<file path="config.mk">
export PLATFORM = sky130hd
export DESIGN_NAME = pmc_code_loader_flat
export DESIGN_NICKNAME = d
export VERILOG_FILES = /design/src/rtl/pmc_code_loader_if.sv /design/src/rtl/pmc_code_loader.sv /design/src/flat_wrapper.sv
export SDC_FILE = /design/constraint.sdc
export NUM_CORES = 1
export LEC_CHECK = 0
export CAP_MARGIN = 40
export CORE_UTILIZATION = 27
export CTS_CLUSTER_DIAMETER = 30
export DETAILED_ROUTE_END_ITERATION = 7
export PLACE_DENSITY_LB_ADDON = 0.05
export SETUP_SLACK_MARGIN = 0.15
export SKIP_LAST_GASP = 1
export SYNTH_ARGS = -nofsm -noshare
export SYNTH_HDL_FRONTEND = slang
export SYNTH_SLANG_ARGS = --single-unit
</file>
<file path="constraint.sdc">
create_clock -name clk -period 2.11 [get_ports clk]
set_input_delay 0.211 -clock clk [delete_from_list [all_inputs] [get_ports clk]]
set_output_delay 0.211 -clock clk [all_outputs]
set_load 0.05 [all_outputs]
</file>
<file path="src/rtl/pmc_code_loader_if.sv">
// pmc_code_loader_if: command, stream and code-RAM write bundle for the PMC
// code loader.
//   master : CPU-side register block. It drives start/abort/base_addr/word_count
//            and the data_valid/data stream, and it observes the loader outputs.
//   slave  : the loader. It drives data_ready, the mem_* write port,
//            pmcc_rst_n, busy, done, error and checksum.
interface pmc_code_loader_if #(
  parameter int ADDR_W = 10,
  parameter int DATA_W = 32
);
  logic              start;
  logic              abort;
  logic [ADDR_W-1:0] base_addr;
  logic [ADDR_W:0]   word_count;
  logic              data_valid;
  logic [DATA_W-1:0] data;
  logic              data_ready;
  logic              mem_we;
  logic [ADDR_W-1:0] mem_addr;
  logic [DATA_W-1:0] mem_wdata;
  logic              pmcc_rst_n;
  logic              busy;
  logic              done;
  logic              error;
  logic [DATA_W-1:0] checksum;

  modport master (
    output start, abort, base_addr, word_count, data_valid, data,
    input  data_ready, mem_we, mem_addr, mem_wdata, pmcc_rst_n, busy, done,
           error, checksum
  );

  modport slave (
    input  start, abort, base_addr, word_count, data_valid, data,
    output data_ready, mem_we, mem_addr, mem_wdata, pmcc_rst_n, busy, done,
           error, checksum
  );
endinterface

</file>
<file path="src/rtl/pmc_code_loader.sv">
// pmc_code_loader: writer side of the PMC coprocessor instruction path.
// It loads a program of word_count 32-bit words into the 1024-word code RAM,
// starting at base_addr. The coprocessor is held in reset (pmcc_rst_n low)
// from the accepted start until the load completes without error.
// Ports:
//   clk, rst : system clock; asynchronous active-high reset.
//   bus      : pmc_code_loader_if.slave. It carries the start/abort command,
//              the valid/ready word stream, the registered code-RAM write port
//              and the pmcc_rst_n/busy/done/error/checksum status outputs.
// Optional feature macro: PMC_LOADER_CHECKSUM_EN. When it is defined, the
// loader keeps a running modulo-2**DATA_W sum of the accepted words. When it
// is undefined, checksum is tied to zero.
module pmc_code_loader #(
  parameter int ADDR_W = 10,
  parameter int DATA_W = 32
) (
  input  logic               clk,
  input  logic               rst,
  pmc_code_loader_if.slave   bus
);

  typedef enum logic [1:0] {
    IDLE    = 2'd0,
    LOAD    = 2'd1,
    FLUSH   = 2'd2,
    RELEASE = 2'd3
  } state_t;

  // RAM depth expressed in the widened range-check width
  localparam logic [ADDR_W+1:0] DEPTH = {2'b01, {ADDR_W{1'b0}}};

  state_t            state_q,      state_d;
  logic [ADDR_W-1:0] addr_q,       addr_d;
  logic [ADDR_W:0]   remaining_q,  remaining_d;
  logic              mem_we_q,     mem_we_d;
  logic [ADDR_W-1:0] mem_addr_q,   mem_addr_d;
  logic [DATA_W-1:0] mem_wdata_q,  mem_wdata_d;
  logic              pmcc_rst_n_q, pmcc_rst_n_d;
  logic              busy_q,       busy_d;
  logic              done_q,       done_d;
  logic              error_q,      error_d;

  logic [ADDR_W+1:0] end_addr_s;
  logic              range_err_s;
  logic              data_ready_s;
  logic              accept_s;
  logic              start_ok_s;

  // The end address is computed two bits wider so that base+count cannot wrap
  assign end_addr_s   = {2'b00, bus.base_addr} + {1'b0, bus.word_count};
  assign range_err_s  = (end_addr_s > DEPTH);
  assign start_ok_s   = (state_q == IDLE) && bus.start;
  // Ready is combinational, so abort blocks acceptance in the same cycle
  assign data_ready_s = (state_q == LOAD) &&
                        (remaining_q != {(ADDR_W+1){1'b0}}) && !bus.abort;
  assign accept_s     = bus.data_valid && data_ready_s;

  // Next-state and registered-output computation
  always_comb begin
    state_d      = state_q;
    addr_d       = addr_q;
    remaining_d  = remaining_q;
    mem_we_d     = 1'b0;
    mem_addr_d   = mem_addr_q;
    mem_wdata_d  = mem_wdata_q;
    pmcc_rst_n_d = pmcc_rst_n_q;
    busy_d       = busy_q;
    done_d       = 1'b0;
    error_d      = error_q;
    case (state_q)
      IDLE: begin
        if (bus.start) begin
          addr_d       = bus.base_addr;
          remaining_d  = bus.word_count;
          error_d      = range_err_s;
          pmcc_rst_n_d = 1'b0;
          if (range_err_s) begin
            state_d = IDLE;
            busy_d  = 1'b0;
          end else if (bus.word_count == {(ADDR_W+1){1'b0}}) begin
            state_d = RELEASE;
            busy_d  = 1'b0;
          end else begin
            state_d = LOAD;
            busy_d  = 1'b1;
          end
        end else begin
          state_d = IDLE;
        end
      end
      LOAD: begin
        if (bus.abort) begin
          state_d      = IDLE;
          busy_d       = 1'b0;
          error_d      = 1'b1;
          pmcc_rst_n_d = 1'b0;
        end else if (accept_s) begin
          mem_we_d    = 1'b1;
          mem_addr_d  = addr_q;
          mem_wdata_d = bus.data;
          addr_d      = addr_q + {{(ADDR_W-1){1'b0}}, 1'b1};
          remaining_d = remaining_q - {{ADDR_W{1'b0}}, 1'b1};
          if (remaining_q == {{ADDR_W{1'b0}}, 1'b1}) begin
            state_d = FLUSH;
          end else begin
            state_d = LOAD;
          end
        end else begin
          state_d = LOAD;
        end
      end
      FLUSH: begin
        // The final write is on mem_* during this cycle
        if (bus.abort) begin
          state_d      = IDLE;
          busy_d       = 1'b0;
          error_d      = 1'b1;
          pmcc_rst_n_d = 1'b0;
        end else begin
          state_d = RELEASE;
        end
      end
      RELEASE: begin
        state_d      = IDLE;
        pmcc_rst_n_d = 1'b1;
        busy_d       = 1'b0;
        done_d       = 1'b1;
      end
      default: begin
        state_d      = IDLE;
        busy_d       = 1'b0;
        pmcc_rst_n_d = 1'b0;
      end
    endcase
  end

  // State and output registers
  always_ff @(posedge clk or posedge rst) begin
    if (rst) begin
      state_q      <= IDLE;
      addr_q       <= {ADDR_W{1'b0}};
      remaining_q  <= {(ADDR_W+1){1'b0}};
      mem_we_q     <= 1'b0;
      mem_addr_q   <= {ADDR_W{1'b0}};
      mem_wdata_q  <= {DATA_W{1'b0}};
      pmcc_rst_n_q <= 1'b0;
      busy_q       <= 1'b0;
      done_q       <= 1'b0;
      error_q      <= 1'b0;
    end else begin
      state_q      <= state_d;
      addr_q       <= addr_d;
      remaining_q  <= remaining_d;
      mem_we_q     <= mem_we_d;
      mem_addr_q   <= mem_addr_d;
      mem_wdata_q  <= mem_wdata_d;
      pmcc_rst_n_q <= pmcc_rst_n_d;
      busy_q       <= busy_d;
      done_q       <= done_d;
      error_q      <= error_d;
    end
  end

`ifdef PMC_LOADER_CHECKSUM_EN
  logic [DATA_W-1:0] checksum_q, checksum_d;

  // Running sum: cleared on an accepted start, plus one add per accepted word
  always_comb begin
    checksum_d = checksum_q;
    if (start_ok_s) begin
      checksum_d = {DATA_W{1'b0}};
    end else if (accept_s) begin
      checksum_d = checksum_q + bus.data;
    end else begin
      checksum_d = checksum_q;
    end
  end

  // Checksum register
  always_ff @(posedge clk or posedge rst) begin
    if (rst) begin
      checksum_q <= {DATA_W{1'b0}};
    end else begin
      checksum_q <= checksum_d;
    end
  end

  assign bus.checksum = checksum_q;
`else
  logic unused_start_ok_s;
  assign unused_start_ok_s = start_ok_s;
  assign bus.checksum      = {DATA_W{1'b0}};
`endif

  assign bus.data_ready = data_ready_s;
  assign bus.mem_we     = mem_we_q;
  assign bus.mem_addr   = mem_addr_q;
  assign bus.mem_wdata  = mem_wdata_q;
  assign bus.pmcc_rst_n = pmcc_rst_n_q;
  assign bus.busy       = busy_q;
  assign bus.done       = done_q;
  assign bus.error      = error_q;

endmodule

</file>
<file path="src/flat_wrapper.sv">
// flat-port wrapper written by rule: the top's interface ports become plain ports
module pmc_code_loader_flat 
#(
  parameter int ADDR_W = 10,
  parameter int DATA_W = 32
)
  (clk, rst, bus_start, bus_abort, bus_base_addr, bus_word_count, bus_data_valid, bus_data, bus_data_ready, bus_mem_we, bus_mem_addr, bus_mem_wdata, bus_pmcc_rst_n, bus_busy, bus_done, bus_error, bus_checksum);
  pmc_code_loader_if #(.ADDR_W(ADDR_W), .DATA_W(DATA_W)) bus_i ();
  input  logic clk;
  input  logic rst;
  input wire logic [$bits(bus_i.start)-1:0] bus_start;
  input wire logic [$bits(bus_i.abort)-1:0] bus_abort;
  input wire logic [$bits(bus_i.base_addr)-1:0] bus_base_addr;
  input wire logic [$bits(bus_i.word_count)-1:0] bus_word_count;
  input wire logic [$bits(bus_i.data_valid)-1:0] bus_data_valid;
  input wire logic [$bits(bus_i.data)-1:0] bus_data;
  output wire logic [$bits(bus_i.data_ready)-1:0] bus_data_ready;
  output wire logic [$bits(bus_i.mem_we)-1:0] bus_mem_we;
  output wire logic [$bits(bus_i.mem_addr)-1:0] bus_mem_addr;
  output wire logic [$bits(bus_i.mem_wdata)-1:0] bus_mem_wdata;
  output wire logic [$bits(bus_i.pmcc_rst_n)-1:0] bus_pmcc_rst_n;
  output wire logic [$bits(bus_i.busy)-1:0] bus_busy;
  output wire logic [$bits(bus_i.done)-1:0] bus_done;
  output wire logic [$bits(bus_i.error)-1:0] bus_error;
  output wire logic [$bits(bus_i.checksum)-1:0] bus_checksum;
  assign bus_i.start = bus_start;
  assign bus_i.abort = bus_abort;
  assign bus_i.base_addr = bus_base_addr;
  assign bus_i.word_count = bus_word_count;
  assign bus_i.data_valid = bus_data_valid;
  assign bus_i.data = bus_data;
  assign bus_data_ready = bus_i.data_ready;
  assign bus_mem_we = bus_i.mem_we;
  assign bus_mem_addr = bus_i.mem_addr;
  assign bus_mem_wdata = bus_i.mem_wdata;
  assign bus_pmcc_rst_n = bus_i.pmcc_rst_n;
  assign bus_busy = bus_i.busy;
  assign bus_done = bus_i.done;
  assign bus_error = bus_i.error;
  assign bus_checksum = bus_i.checksum;
  pmc_code_loader #(.ADDR_W(ADDR_W), .DATA_W(DATA_W)) u_core (.clk(clk), .rst(rst), .bus(bus_i));
endmodule
</file>
Yosys cells after proc, flatten, opt, wreduce, memory -nomap -nowiden
Cells that the tools add are included.
Storage, ports and cells
  register bits after elaboration: 70
  latch bits: 0
  RAM bits: 0
  ROM bits: 0
  input bits: 58
  output and inout port bits: 80
  logic and storage cells: 67
  memories kept: 0
Cells by class
  add/subtract/negate cells: 3
  multiply operators: 0
  div/mod/pow operators: 0
  $lt $le $gt $ge: 1
  equal/unequal tests: 8
  shift-type cells: 0
  mux-type cells: 30
  bitwise logic cells: 1
  reduce and logical (&&, ||, !) cells: 14
Operators with widths (count)
  $mux 11: 3
  $mux 10: 3
  $pmux 11 s2: 1
  $pmux 10 s2: 1
  $mux 2: 7
  $add 10x11->12: 1
  $gt 12x11->1 const B: 1
  $eq 11x1->1 const B: 1
  $logic_not 11->1: 1
  $mux 1: 11
  $reduce_bool 11->1: 1
  $sub 11x1->11 const B: 1
  $add 10x1->10 const B: 1
  $pmux 2 s4: 1
  $pmux 1 s3: 2
  $reduce_and 3->1: 2
  $eq 2x2->1 const B: 2
  $ne 2x1->1 const B: 2
  $ne 2x2->1 const B: 2
  $reduce_and 4->1: 1
  $reduce_bool 2->1: 2
  $logic_and 1x1->1: 3
  $eq 2x1->1 const B: 1
  $logic_not 2->1: 1
  other kinds (5): 5

Depth between registers and ports, before layout
Gate-level depths: netlist of the first run.
  depth after elaboration: 7
  depth in mapped cells: 10
  depth with buffers taken out: 10

Least setup slack after synthesis of the first run
OpenSTA, ideal clock, no wires.
  kind: input -> register
  start: in bus_word_count[4]
  end: reg u_core.error_q (netlist: u_core.bus.error)
  setup time: 129 ps
  arrival: 2715 ps
  data required time: 1981 ps
  path slack: -734 ps
  cell stages on the path: 8
  path buffers: 0
  cells stage by stage: ha_1 -> a21o_1 -> a2111oi_1 -> and2_1 -> mux2_4 -> or4_4 -> o21a_1 -> o41a_1
On the way
  cells in the longest elaborated chain, start to end: 4
RTL lines
  from (decl): line flat_wrapper.sv:14  | input wire logic [$bits(bus_i.word_count)-1:0] bus_word_count;
  $add 10x11->12: line pmc_code_loader.sv:50  | assign end_addr_s = {2'b00, bus.base_addr} + {1'b0, bus.word_count};
  $gt 12x11->1: line pmc_code_loader.sv:51  | assign range_err_s = (end_addr_s > DEPTH);
  $mux 1: line pmc_code_loader.sv:72  | if (bus.start) begin
  $pmux 1 s2: line pmc_code_loader.sv:70  | case (state_q)
  to (signal assigned): line pmc_code_loader.sv:160  | error_q <= error_d;
  to (decl): line pmc_code_loader.sv:41  | logic error_q, error_d;
No other way between the ends. The select of a mux whose other input is x is not followed.
A chain may end at the register's enable or synchronous reset.

Worst setup path in the final report of the first run
  start: in bus_base_addr[0]
  end: reg u_core.error_q (netlist: u_core.bus.error)
On the way
  cells in the longest elaborated chain, start to end: 4
RTL lines
  from (decl): line flat_wrapper.sv:13  | input wire logic [$bits(bus_i.base_addr)-1:0] bus_base_addr;
  $add 10x11->12: line pmc_code_loader.sv:50
  $gt 12x11->1: line pmc_code_loader.sv:51
  $mux 1: line pmc_code_loader.sv:72
  $pmux 1 s2: line pmc_code_loader.sv:70
No other way between the ends. The select of a mux whose other input is x is not followed.

==> impl_metrics.toml, run 1 <==
[setup_path]
path_buf_inv = 2
cpMaxStageDelayCell = "sky130_fd_sc_hd__or4_4"
crit_path_cell_trace = "buf_8 -> ha_4 -> inv_2 -> fa_2 -> and2b_2 -> o2111ai_2 -> and2_4 -> mux2_4 -> or4_4 -> o21a_4 -> o41a_1"
r2r_setup_slack_ps = -140
critical-path-max-stage-delay_ps = 420
critPathCaptureType = "register"
path_class = "primary input to register"
crit_path_start_kind = "primary input"
critical_path_s_top_delay_family = "simple AND/OR/NAND/NOR gates"
worst-endpoint-required_ps = 2330
worst-path-max-fanout = 3
worstPathArrival_ps = 2600

[floorplanning]
core_area_um2 = 14700
floorplan.die.width_um = 125
initial_utilization = 0.279
boundaryPins = 138
row_count = 44
floorplan.die_area_um2 = 15700
die_h_um = 125

[synthesis]
ys_async_sr_fraction = 1.00
yosysMostFrequentCell = "sky130_fd_sc_hd__nand2_1"
ys_top_cells_by_area = "sky130_fd_sc_hd__dfrtp_1 (43%), sky130_fd_sc_hd__nand2_1 (14%), sky130_fd_sc_hd__buf_4 (5.9%)"
synth_seq_cells = 70
synth_edf_count = 0
share_of_the_synthesized_area_in_the_top_cell_type = 0.427
synth.yosys.seq_area_share = 0.427
ys.flop_type = "sky130_fd_sc_hd__dfrtp_1"
distinct_cell_type_count_of_the_synthesized_netlist = 55
syn_area_um2 = 4100
synth-warning-count = 0
syn_area_per_cell_um2 = 8.33
netlist_instances = 492
synthDominantAreaCellType = "sky130_fd_sc_hd__dfrtp_1"
synthTopCellsByCount = "sky130_fd_sc_hd__nand2_1 (149), sky130_fd_sc_hd__dfrtp_1 (70), sky130_fd_sc_hd__a21oi_1 (34)"

[drt]
vias = 4151
avgViaCountPerCell = 4.75
first_iter_violations = 196
detailed_route_drc_error_count = 22
route.detailed.wl_per_inst_um = 16.1
final_routed_wirelength_across_all_metal_layers_um = 14100
antenna_left = 0
detailedRoute.firstPassIterationCount = 6

[final_layout]
layout_cell_share_with_drive_strength_beyond_1 = 0.370
n_antenna_cell = 0
utilization = 0.497
syn_to_final_growth_pct = 78.1
design.final.nets = 763
finish.instance_area_um2 = 7300
fill_cells = 1405

[min_path]
hold_class = "primary input to register"

[power_and_ir_drop]
switchingPower_mw = 3.72
cellInternalPower_mw = 4.41
power_density_nw_per_um2 = 1110
p_sw_frac = 0.458
seq_power_share = 0.283
pwr-share-clk = 0.172
p_comb_frac = 0.545
power.static_leakage_nw = 3.36
ir_worst_vdd_mv = 0.406
report.power.total_mw = 8.13

[job]
cap_violations = 0

[sta]
final.setup_skew_ps = 12.9
rsz_0062_raised_after_global_routing = "yes"
layout_worst_path_cycle_share = 1.13
finalCriticalPeriod_ps = 2390
max_slew.worst_pin.slew_ps = 557
setup_slack_ps = -275
maxSlewViolCount = 0
final-hold-violation-count = 0
final_setup_violation_count = 54
fmax_ghz = 0.419
max_slew_margin = 0.627

[place]
place.gp.congestion = 0.864
dpl-instance-area_um2 = 5710
post-dp-hpwl_um = 8910
portBuffers = 105

[status]
violations = "design-rule violations, negative setup slack"
outcome = "complete, but fails checks"

[cts]
htreeDepth = 3
clkTransAtPathRegs_ps = 60
cts.root.buffer_cell = "sky130_fd_sc_hd__clkbuf_16"
clock_tree_from_tritoncts = "built"
cts_max_path_buffers = 2
worst_skew_pair.late_latency_ps = 340
cts_sinks = 70
cts_inserted_buffers = 9

[global_route]
grtUsageTotal = 0.180
grt_first_pass_wirelength_um = 21900
groute.layer.met1.usage = 0.239
grt_max_degree = 71
antenna_found_initial = 0
grt_pass1_vias = 4102
grt-ovfl-total = 0
gr-max-usage-layer = "met2"
grt_use_met3 = 0.0244
met2_usage = 0.295
repair_timing:
| action | 4_1_cts | 5_1_grt |
|---|---|---|
| hold buffers | 0 | 0 |
| setup endpoints to repair | 67 | 69 |
| cloned | 9 | 3 |
| endpoints found under the hold margin | 0 | 0 |
| setup buffers | 12 | 16 |
| pin swaps | 57 | 47 |
| resized for setup | 141 | 113 |
cells by family after synthesis:
group                      count (synthesis)  synth area share
AOI/OAI and AO/OA                        104             0.160
xor gates and xnor gates                   6            0.0128
adders and majority gates                 20            0.0629
buffers and inverters                     67            0.0907
DFF                                       70             0.427
muxes                                      4            0.0113
other                                      1          0.000915
and+or+nand+nor                          220             0.234
state kept, by name (all words and copies together), names as in the netlist:
signal	cells
u_core.bus.done	1
u_core.addr_q	10
u_core.bus.error	1
u_core.bus.busy	1
u_core.bus.mem_we	1
u_core.bus.mem_addr	10
u_core.bus.pmcc_rst_n	1
u_core.remaining_q	11
u_core.state_q	2
u_core.bus.mem_wdata	32
metrics by stage:
stage / worst slack [ps] / TNS, ps / cells / hold slack (ps)
after floorplan: -463 / -1340 / 523 / 316
after global placement: -1100 / -5360 / 818 / 456
after detailed placement: -1120 / -5160 / 818 / 462
after CTS: -285 / -4280 / 854 / 236
after global routing: -337 / -5210 / 873 / 175
final: -275 / -1840 / 873 / 185
power by group through the flow:
stage / sequential (mW) / clock, mW / combinational, mW
after floorplan: 3.48 / 0 / 1.16
after global placement: 2.22 / 0 / 3.76
after detailed placement: 2.24 / 0 / 3.75
after CTS: 2.25 / 1.45 / 4.06
after global routing: 2.38 / 1.49 / 4.70
final: 2.30 / 1.39 / 4.43
worst paths after layout:
kind,endpoint,start,depth (start not counted)
setup / recovery,u_core.bus.error,bus_base_addr[0],11
hold / removal,u_core.addr_q[4],bus_base_addr[4],2
setup reg to reg,u_core.bus.mem_wdata[25],u_core.remaining_q[5],10
hold reg to reg,u_core.bus.mem_wdata[27],u_core.bus.mem_wdata[27],2
max in group asynchronous,u_core.bus.mem_addr[9],rst,3
min in group asynchronous,u_core.bus.mem_wdata[22],rst,3
layout make-up:
cell class / instances / area, um^2 / share of cell area
repair buffers: 201 / 2130 / 0.292
clock buffers: 12 / 246 / 0.0338
flip-flops and latches: 70 / 1750 / 0.240
well taps: 184 / 230 / 0.0315
inverters: 17 / 71.3 / 0.00977
clock inverters: 3 / 21.3 / 0.00291
multi-input cells: 386 / 2850 / 0.390
metal layers:
metal / vias to the layer above / wire [um]
met2: 134 / 6640
met3: 20 / 596
met4: 0 / 285
met1: 1979 / 6540
met5: - / 0
li1: 2018 / -
placed cells by master, fill, tap and decap left out, types with 14 or more instances in the layout:
cell type,synthesis,final
sky130_fd_sc_hd__o21ai_0,23,15
sky130_fd_sc_hd__nand2_4,0,28
sky130_fd_sc_hd__nand2_1,149,84
sky130_fd_sc_hd__a21oi_2,0,16
sky130_fd_sc_hd__conb_1,1,32
sky130_fd_sc_hd__buf_6,0,18
sky130_fd_sc_hd__clkdlybuf4s50_1,0,88
sky130_fd_sc_hd__dfrtp_1,70,70
sky130_fd_sc_hd__a21oi_1,34,14
sky130_fd_sc_hd__nand2_2,0,37
sky130_fd_sc_hd__buf_4,32,60
(Power assumes the default switching activity.)
==> run 2, diff against run 1 <==
--- a/config.mk
+++ b/config.mk
@@ -7,6 +7,7 @@
 export LEC_CHECK = 0
 export CAP_MARGIN = 40
 export CORE_UTILIZATION = 27
+export CTS_BUF_LIST = sky130_fd_sc_hd__clkbuf_4 sky130_fd_sc_hd__clkbuf_8
 export CTS_CLUSTER_DIAMETER = 30
 export DETAILED_ROUTE_END_ITERATION = 7
 export PLACE_DENSITY_LB_ADDON = 0.05
==> constraint.sdc (replaced) <==
create_clock -name clk -period 2.1 [get_ports clk]
set_input_delay 0.21 -clock clk [delete_from_list [all_inputs] [get_ports clk]]
set_output_delay 0.21 -clock clk [all_outputs]
set_load 0.05 [all_outputs]
==> run 2 against run 1 <==
The run still ends with design-rule violations, negative setup slack left. Global-route usage fell by 0.44 points. Count of clock-buffer cells in the layout did not move. Sequential power barely moved. Critical path depth did not move. Combinational power barely moved. Clock skew fell by 1.2 ps.
==> impl_metrics.toml, run 2 (same netlist as run 1, synthesis figures left out) <==
[setup_path]
worst-endpoint-required_ps = 2340
critical-path-max-stage-delay_ps = 530
worst-path-max-fanout = 3
crit_path_cell_trace = "buf_8 -> ha_4 -> inv_2 -> fa_2 -> and2b_2 -> o22ai_2 -> nand3b_1 -> a211o_1 -> or4_4 -> o21a_4 -> o41a_1"
cpMaxStageDelayCell = "sky130_fd_sc_hd__or4_4"
crit_path_start_kind = "primary input"
critPathCaptureType = "register"
path_class = "primary input to register"
worstPathArrival_ps = 2620

[floorplanning]
core_area_um2 = 14700
floorplan.die.width_um = 125
row_count = 44
boundaryPins = 138
initial_utilization = 0.279
floorplan.die_area_um2 = 15700
die_h_um = 125

[place]
portBuffers = 105
place.gp.congestion = 0.830
post-dp-hpwl_um = 8990
dpl-instance-area_um2 = 5710

[final_layout]
design.final.nets = 759
final_cell_mix = "sky130_fd_sc_hd__nand2_1 (94), sky130_fd_sc_hd__clkdlybuf4s50_1 (87), sky130_fd_sc_hd__dfrtp_1 (70), sky130_fd_sc_hd__buf_4 (60), sky130_fd_sc_hd__conb_1 (32)"
largest_register_ffs = 32
n_antenna_cell = 0
finish.instance_area_um2 = 7210
layout_cell_share_with_drive_strength_beyond_1 = 0.352
layout.cells.most_common = "sky130_fd_sc_hd__nand2_1"
utilization = 0.490
syn_to_final_growth_pct = 75.9

[global_route]
grtUsageTotal = 0.176
grt-ovfl-total = 0
grt_max_degree = 71
grt_first_pass_wirelength_um = 21300
grt_pass1_vias = 3951
antenna_found_initial = 0

[drt]
route.detailed.wl_per_inst_um = 16.3
antenna_left = 0
final_routed_wirelength_across_all_metal_layers_um = 14100
detailed_route_drc_error_count = 28
vias = 4133
avgViaCountPerCell = 4.76
first_iter_violations = 207
detailedRoute.firstPassIterationCount = 6

[sta]
max_slew.worst_pin.slew_ps = 537
setup_slack_ps = -278
layout_worst_path_cycle_share = 1.13
timing.setup.tns_ps = -1660
maxSlewViolCount = 0
final-hold-violation-count = 0
fmax_ghz = 0.420
rsz_0062_raised_after_global_routing = "yes"
max_slew_margin = 0.641
final_setup_violation_count = 40
final.setup_skew_ps = 11.8
finalCriticalPeriod_ps = 2380

[cts]
cts_inserted_buffers = 9
cts_max_path_buffers = 2
htreeDepth = 3
cts.root.buffer_cell = "sky130_fd_sc_hd__clkbuf_8"
worst_skew_pair.late_latency_ps = 360
clkTransAtPathRegs_ps = 70
clock_tree_from_tritoncts = "built"
cts_sinks = 70

[power_and_ir_drop]
ir_worst_vdd_mv = 0.393
cellInternalPower_mw = 4.32
p_sw_frac = 0.460
seq_power_share = 0.287
power_density_nw_per_um2 = 1110
pwr-share-clk = 0.159
p_comb_frac = 0.554
power.static_leakage_nw = 3.32
switchingPower_mw = 3.69

[status]
outcome = "complete, but fails checks"
violations = "design-rule violations, negative setup slack"

[job]
cap_violations = 0

[min_path]
hold_class = "primary input to register"
[run 2: metrics by stage]
step / hold WS (ps) / worst slack, ps / cells / power [mW]
detailed placement: 462 / -1170 / 816 / 6.04
global placement: 457 / -1120 / 816 / 6.02
finish: 157 / -278 / 869 / 8.01
CTS: 201 / -332 / 854 / 7.72
global route: 153 / -303 / 869 / 8.45
floorplan: 315 / -472 / 523 / 4.68
[run 2: worst paths after layout]
check | start | end | slack (ps) | depth (start not counted)
setup / recovery | bus_word_count[0] | u_core.bus.error | -280 | 11
hold / removal | bus_base_addr[4] | u_core.addr_q[4] | 160 | 2
setup reg to reg | u_core.remaining_q[4] | u_core.bus.mem_wdata[27] | -60 | 9
hold reg to reg | u_core.bus.mem_wdata[13] | u_core.bus.mem_wdata[13] | 470 | 2
max in group asynchronous | rst | u_core.bus.mem_wdata[14] | 1480 | 3
min in group asynchronous | rst | u_core.bus.mem_wdata[4] | 300 | 3
[run 2: critical path: cells and delay by family]
family	cells	cell delay (ps)
AO/OA/AOI/OAI	4	880
adder cells (fa/ha/maj)	2	470
buffers and inverters	2	110
AND/OR/NAND/NOR	3	940
[run 2: final cells by class]
type / count / area, um^2
fill: 1400 / 7490
sequential: 70 / 1750
clock inverter: 3 / 67.6
inverter: 17 / 93.8
clock buffer: 12 / 159
timing repair buffer: 196 / 2100
timing repair inverter: 1 / 11.3
multi-input combinational: 386 / 2800
tap: 184 / 230
[run 2: power by group through the flow]
stage          Sequential (mW)  Clock (mW)  Combinational [mW]
3_5_place_dp              2.24           0                3.80
3_3_place_gp              2.23           0                3.79
2_1_floorplan             3.50           0                1.18
4_1_cts                   2.25        1.32                4.16
5_1_grt                   2.37        1.39                4.69
6_report                  2.30        1.27                4.44
[run 2: routing by layer]
metal	wire length, um	global-route usage	vias up
met4	343	0.0610	0
met2	6670	0.275	128
met3	726	0.0496	18
met5	0	0	-
met1	6400	0.232	1982
li1	-	-	2005
[run 2: what timing repair did]
action                                  CTS  global route
hold buffers                              0             0
setup buffers                            16             9
endpoints found under the setup margin   68            70
cloned                                    7             6
pin swaps                                31            54
gates resized for setup                 114           127
==> RTL change 1 (flow settings as in run 2) <==
Add a define of `PMC_LOADER_CHECKSUM_EN`.
--- a/src/rtl/pmc_code_loader.sv
+++ b/src/rtl/pmc_code_loader.sv
@@ -11,4 +11,6 @@
 // loader keeps a running modulo-2**DATA_W sum of the accepted words. When it
 // is undefined, checksum is tied to zero.
+`define PMC_LOADER_CHECKSUM_EN
+
 module pmc_code_loader #(
   parameter int ADDR_W = 10,
Check against the original RTL: not equivalent (Yosys sat finds a counterexample within 4 cycles, from zero or initial values and one cycle with rst high).
==> RTL change 1 against run 2 <==
The flow finishes with violations (setup timing); synthesized area increased by 63%; sequential cell count increased by 32; register-to-register slack got worse by 0.51 ns; wire length grew 70%; power rose by 6.0%; worst setup slack got worse by 0.29 ns; final area increased by 56%; worst hold slack improved by 0.047 ns; non-clock buffer count up 159; clock power increased by 9%; largest cell class unchanged; largest power group unchanged.
==> RTL change 1: results (changes against run 2) <==
Critical path
  – R2R Path End: u_core.bus.checksum[30]$_DFFE_PP0P_ (was u_core.bus.mem_wdata[27]$_DFFE_PP0P_)
  – Reg2reg path depth: 11 (was 9)
  – Critical Path AT: 2.95 ns (was 2.62 ns)
  – Setup crit start kind: flop (was primary input)
  – Crit-path max FO: 2 (was 3)
  – Worst r2r src: u_core.bus.checksum[0]$_DFFE_PP0P_ (was u_core.remaining_q[4]$_DFFE_PP0P_)

Global routing
  – First-pass GRT wire length: 36,900 um (was 21,300 um)
  – Largest net degree at the start of global routing: 103 (was 71)
  – Initial antenna violation count: 1 (was 0)
  – Vias in the first global route: 6,951 (was 3,951)
  – Total Routing Usage GR: 18.1% (was 17.6%)

Timing
  – Fin worst setup slack: -0.566 ns (was -0.278 ns)
  – Final count of negative-setup-slack endpoints: 24 (was 40)
  – Fin Clk Skew: 0.0167 ns (was 0.0118 ns)

Outcome
  – Failing checks: setup timing (was DRC, setup timing)
  – Status: finished with violations (unchanged)

Yosys
  – Synth Area in Adders: 9.95% (was 6.29%)
  – Mapped Avg Cell Area: 8.28 sq um (was 8.33 sq um)
  – Register area share after synthesis: 38.1% (was 42.7%)

Placement
  – Inst Count DP: 1,408 (was 816)
  – Dpl cell area: 9930 sq um (was 5710 sq um)
  – DP HPWL: 16,300 um (was 8990 um)

CTS
  – Clk_lat worst skew: 0.39 ns (was 0.36 ns)
  – # resized after CTS: 87 (was 114)
  – Reg clk slew, reported paths: 0.11 ns (was 0.07 ns)
  – Setup bufs post-CTS: 13 (was 16)

Power
  – Seq pwr: 2.81 mW (was 2.30 mW)
  – Max VDD drop: 362 uV (was 393 uV)

Route
  – Drt first pass iters: 4 (was 6)

Worst hold path
  – WHS Endpoint: u_core.addr_q[0]$_DFFE_PP0P_ (was u_core.addr_q[4]$_DFFE_PP0P_)
  – WHS Path Cells: 4 (was 2)
RTL change 1: cell count changes in the layout (fill, tap and decap cells not counted), sizes merged, moves of 31 or more:
cell	run 2	this run
conb	32	0
nand2	149	190
buf	89	216
ha	19	50
a21oi	34	81
dfrtp	70	102
RTL change 1: layout make-up:
type,instances,area [sq um],area share (%)
Sequential cell,102,2570,22.8
Multi-Input combinational cell,650,4610,40.9
Clock inverter,5,58.8,0.522
Clock buffer,11,145,1.29
Timing Repair Buffer,355,3390,30.1
Tap cell,324,405,3.60
Inverter,23,97.6,0.866
RTL change 1: metal layers:
metal,GRT usage [%],wire length [um]
met1,25.5,11900
met2,28.9,11100
met3,2.76,803
met4,5.07,250
met5,0,13
RTL change 1: critical path: stages, from the launching register on:
cell       delay [ns]
dfrtp_2          0.40
ha_4             0.14
inv_2            0.03
fa_2             0.32
and2b_1          0.24
o2111ai_2        0.13
a21oi_2          0.22
o2111ai_2        0.16
a211o_1          0.32
a311oi_2         0.27
nor3_1           0.09
o31a_1           0.24
==> RTL change 2 (settings of run 2) <==
Without the edit above. Encoding of `state_t`: now one-hot (4 bits for 4 states).
--- a/src/rtl/pmc_code_loader.sv
+++ b/src/rtl/pmc_code_loader.sv
@@ -20,9 +20,9 @@
 );
 
-  typedef enum logic [1:0] {
-    IDLE    = 2'd0,
-    LOAD    = 2'd1,
-    FLUSH   = 2'd2,
-    RELEASE = 2'd3
+  typedef enum logic [3:0] {
+    IDLE    = 4'b0001,
+    LOAD    = 4'b0010,
+    FLUSH   = 4'b0100,
+    RELEASE = 4'b1000
   } state_t;
 
Behaviour: same outputs for any inputs over 4 cycles, from zero or initial values and one cycle with rst high; so few cycles prove little.
==> RTL change 2 against run 2 <==
The run still ends with DRC, setup timing left; sequential cell count increased by 2; critical path type unchanged; final area decreased by 2.8%; critical endpoint is now u_core.state_q[3]$_DFF_PP0_; worst setup slack improved by 0.24 ns; clock skew decreased by 0.0025 ns; wire length decreased by 1.2%; sequential power decreased by 14%; power decreased by 28%; synthesized area increased by 0.46%.
==> RTL change 2: results (changes against run 2) <==
Yosys
  – Mapped Cells: 500 (was 492)
  – Mux share of post-synthesis cell area: 0% (was 1.13%)
  – Complex-gate fraction of the synthesized area: 15.7% (was 16.0%)
  – Synth top area cells: dfrtp_1 43%, nand2_1 13%, buf_4 6.0% (was dfrtp_1 43%, nand2_1 14%, buf_4 5.9%)
  – Synth Area in Adders: 4.44% (was 6.29%)
  – Synth top cells by count: 148 x nand2_1, 71 x dfrtp_1, 36 x a21oi_1 (was 149 x nand2_1, 70 x dfrtp_1, 34 x a21oi_1)
  – Register area share after synthesis: 43.8% (was 42.7%)

CTS
  – Reg clk slew, reported paths: roughly 0.080 ns
  – # resized after CTS: 59 (was 114)
  – Sink Count: 72 (was 70)
  – Setup bufs post-CTS: 2 (was 16)

Placement
  – Gpl congestion: 0.825 (was 0.830)
  – DP HPWL: 9180 um (was 8990 um)
  – Worst slack at placement: -0.909 ns (was -1.17 ns)
  – Dpl cell area: 5740 sq um (was 5710 sq um)
  – Inst Count DP: 824 (was 816)

Cells and area
  – Non-clock inverters: 16 (was 18)
  – Final #Nets: 744 (was 759)
  – Layout Utilization: 47.6% (was 49.0%)
  – #MultiIn Comb: 391 (was 386)
  – Register area: 1800 sq um (was 1750 sq um)
  – Multi-input combinational area share: 38.8% (about the same)
  – Fillers: 1,460 (was 1,400)
  – Non-Clock Buffer Count: 182 (was 196)
  – Share of layout cells above drive strength 1: 34.6% (was 35.2%)
  – Clkbuf count: 13 (was 12)
  – Data buffer area share: 28.2% (was 29.1%)
  – Largest class: multi-input combinational cells (unchanged)
  – Clock buf/inv share: 2.91% (was 3.14%)

Critical path
  – Crit-path max FO: 4 (was 3)

Timing
  – Final count of negative-setup-slack endpoints: 2 (was 40)
  – Fin worst setup slack: -0.0352 ns (was -0.278 ns)
  – Final TNS setup: -0.0515 ns (was -1.66 ns)
  – Max_slew headroom: 61.8% (was 64.1%)
  – Fin Clk Skew: 0.00923 ns (was 0.0118 ns)

Global routing
  – Vias in the first global route: 3,893 (was 3,951)
  – Total Routing Usage GR: 16.7% (was 17.6%)
  – First-pass GRT wire length: 20,600 um (was 21,300 um)
  – Largest net degree at the start of global routing: 34 (was 71)

Power
  – Sw Pwr: 2.45 mW (was 3.69 mW)
  – Max VDD drop: 336 uV (was 393 uV)
  – Leakage power: 3.27 nW (was 3.32 nW)
  – P_clk: 1.16 mW (was 1.27 mW)
  – Seq pwr: 1.98 mW (was 2.30 mW)
  – P per Cell Area: 820 nW/um^2 (was 1110 nW/um^2)

Route
  – Initial DRC Count: 219 (was 207)
  – Remaining DRCs: 13 (was 28)
  – Vias/cell: 4.76 (about the same)
  – Via count: 4,098 (was 4,133)
  – Routed Wire Length: 14,000 um (was 14,100 um)

Outcome
  – Failing checks: DRC, setup timing (unchanged)
  – Status: finished with violations (unchanged)
## RTL change 2: cell types whose count changed in the layout (fill, tap and decap cells not counted), sizes merged, moves of 4 or more
cell / run 2 / this run
buf: 89 / 72
nor2: 16 / 32
dlygate4sd2: 7 / 13
ha: 19 / 13
nor3: 9 / 14
o21a: 4 / 0
## RTL change 2: cells by family after synthesis
group,Yosys count
other,1
AND/OR/NAND/NOR,240
AO/OA/AOI/OAI,101
flip-flops,72
buffers and inverters,69
XOR/XNOR,3
adder cells (fa/ha/maj),14
## RTL change 2: per-layer routing
layer | track usage, % | wire (um)
met4 | 5.09 | 223
met3 | 4.71 | 702
met2 | 25.8 | 6540
met5 | 0 | 0
met1 | 22.4 | 6500
## RTL change 2: critical path, cell delays in order
cell and delay [ns]:
dlygate4sd2_1 0.28, ha_4 0.27, a21oi_2 0.16, nand2_1 0.10
a311o_1 0.37, a2111oi_2 0.22, nand4b_1 0.27, o31ai_4 0.36
a22o_1 0.18
## RTL change 2: final timing paths
check | slack, ns | endpoint | startpoint | depth (start not counted)
max | -0.04 | u_core.state_q[3]$_DFF_PP0_ | bus_word_count[7] | 9
min | 0.14 | u_core.addr_q[0]$_DFFE_PP0P_ | bus_base_addr[0] | 3
max reg2reg | 0.05 | u_core.addr_q[9]$_DFFE_PP0P_ | u_core.state_q[3]$_DFF_PP0_ | 8
min reg2reg | 0.47 | u_core.bus.mem_wdata[11]$_DFFE_PP0P_ | u_core.bus.mem_wdata[11]$_DFFE_PP0P_ | 2
max in group asynchronous | 1.32 | u_core.remaining_q[4]$_DFFE_PP0P_ | rst | 3
min in group asynchronous | 0.25 | u_core.bus.mem_wdata[0]$_DFFE_PP0P_ | rst | 2
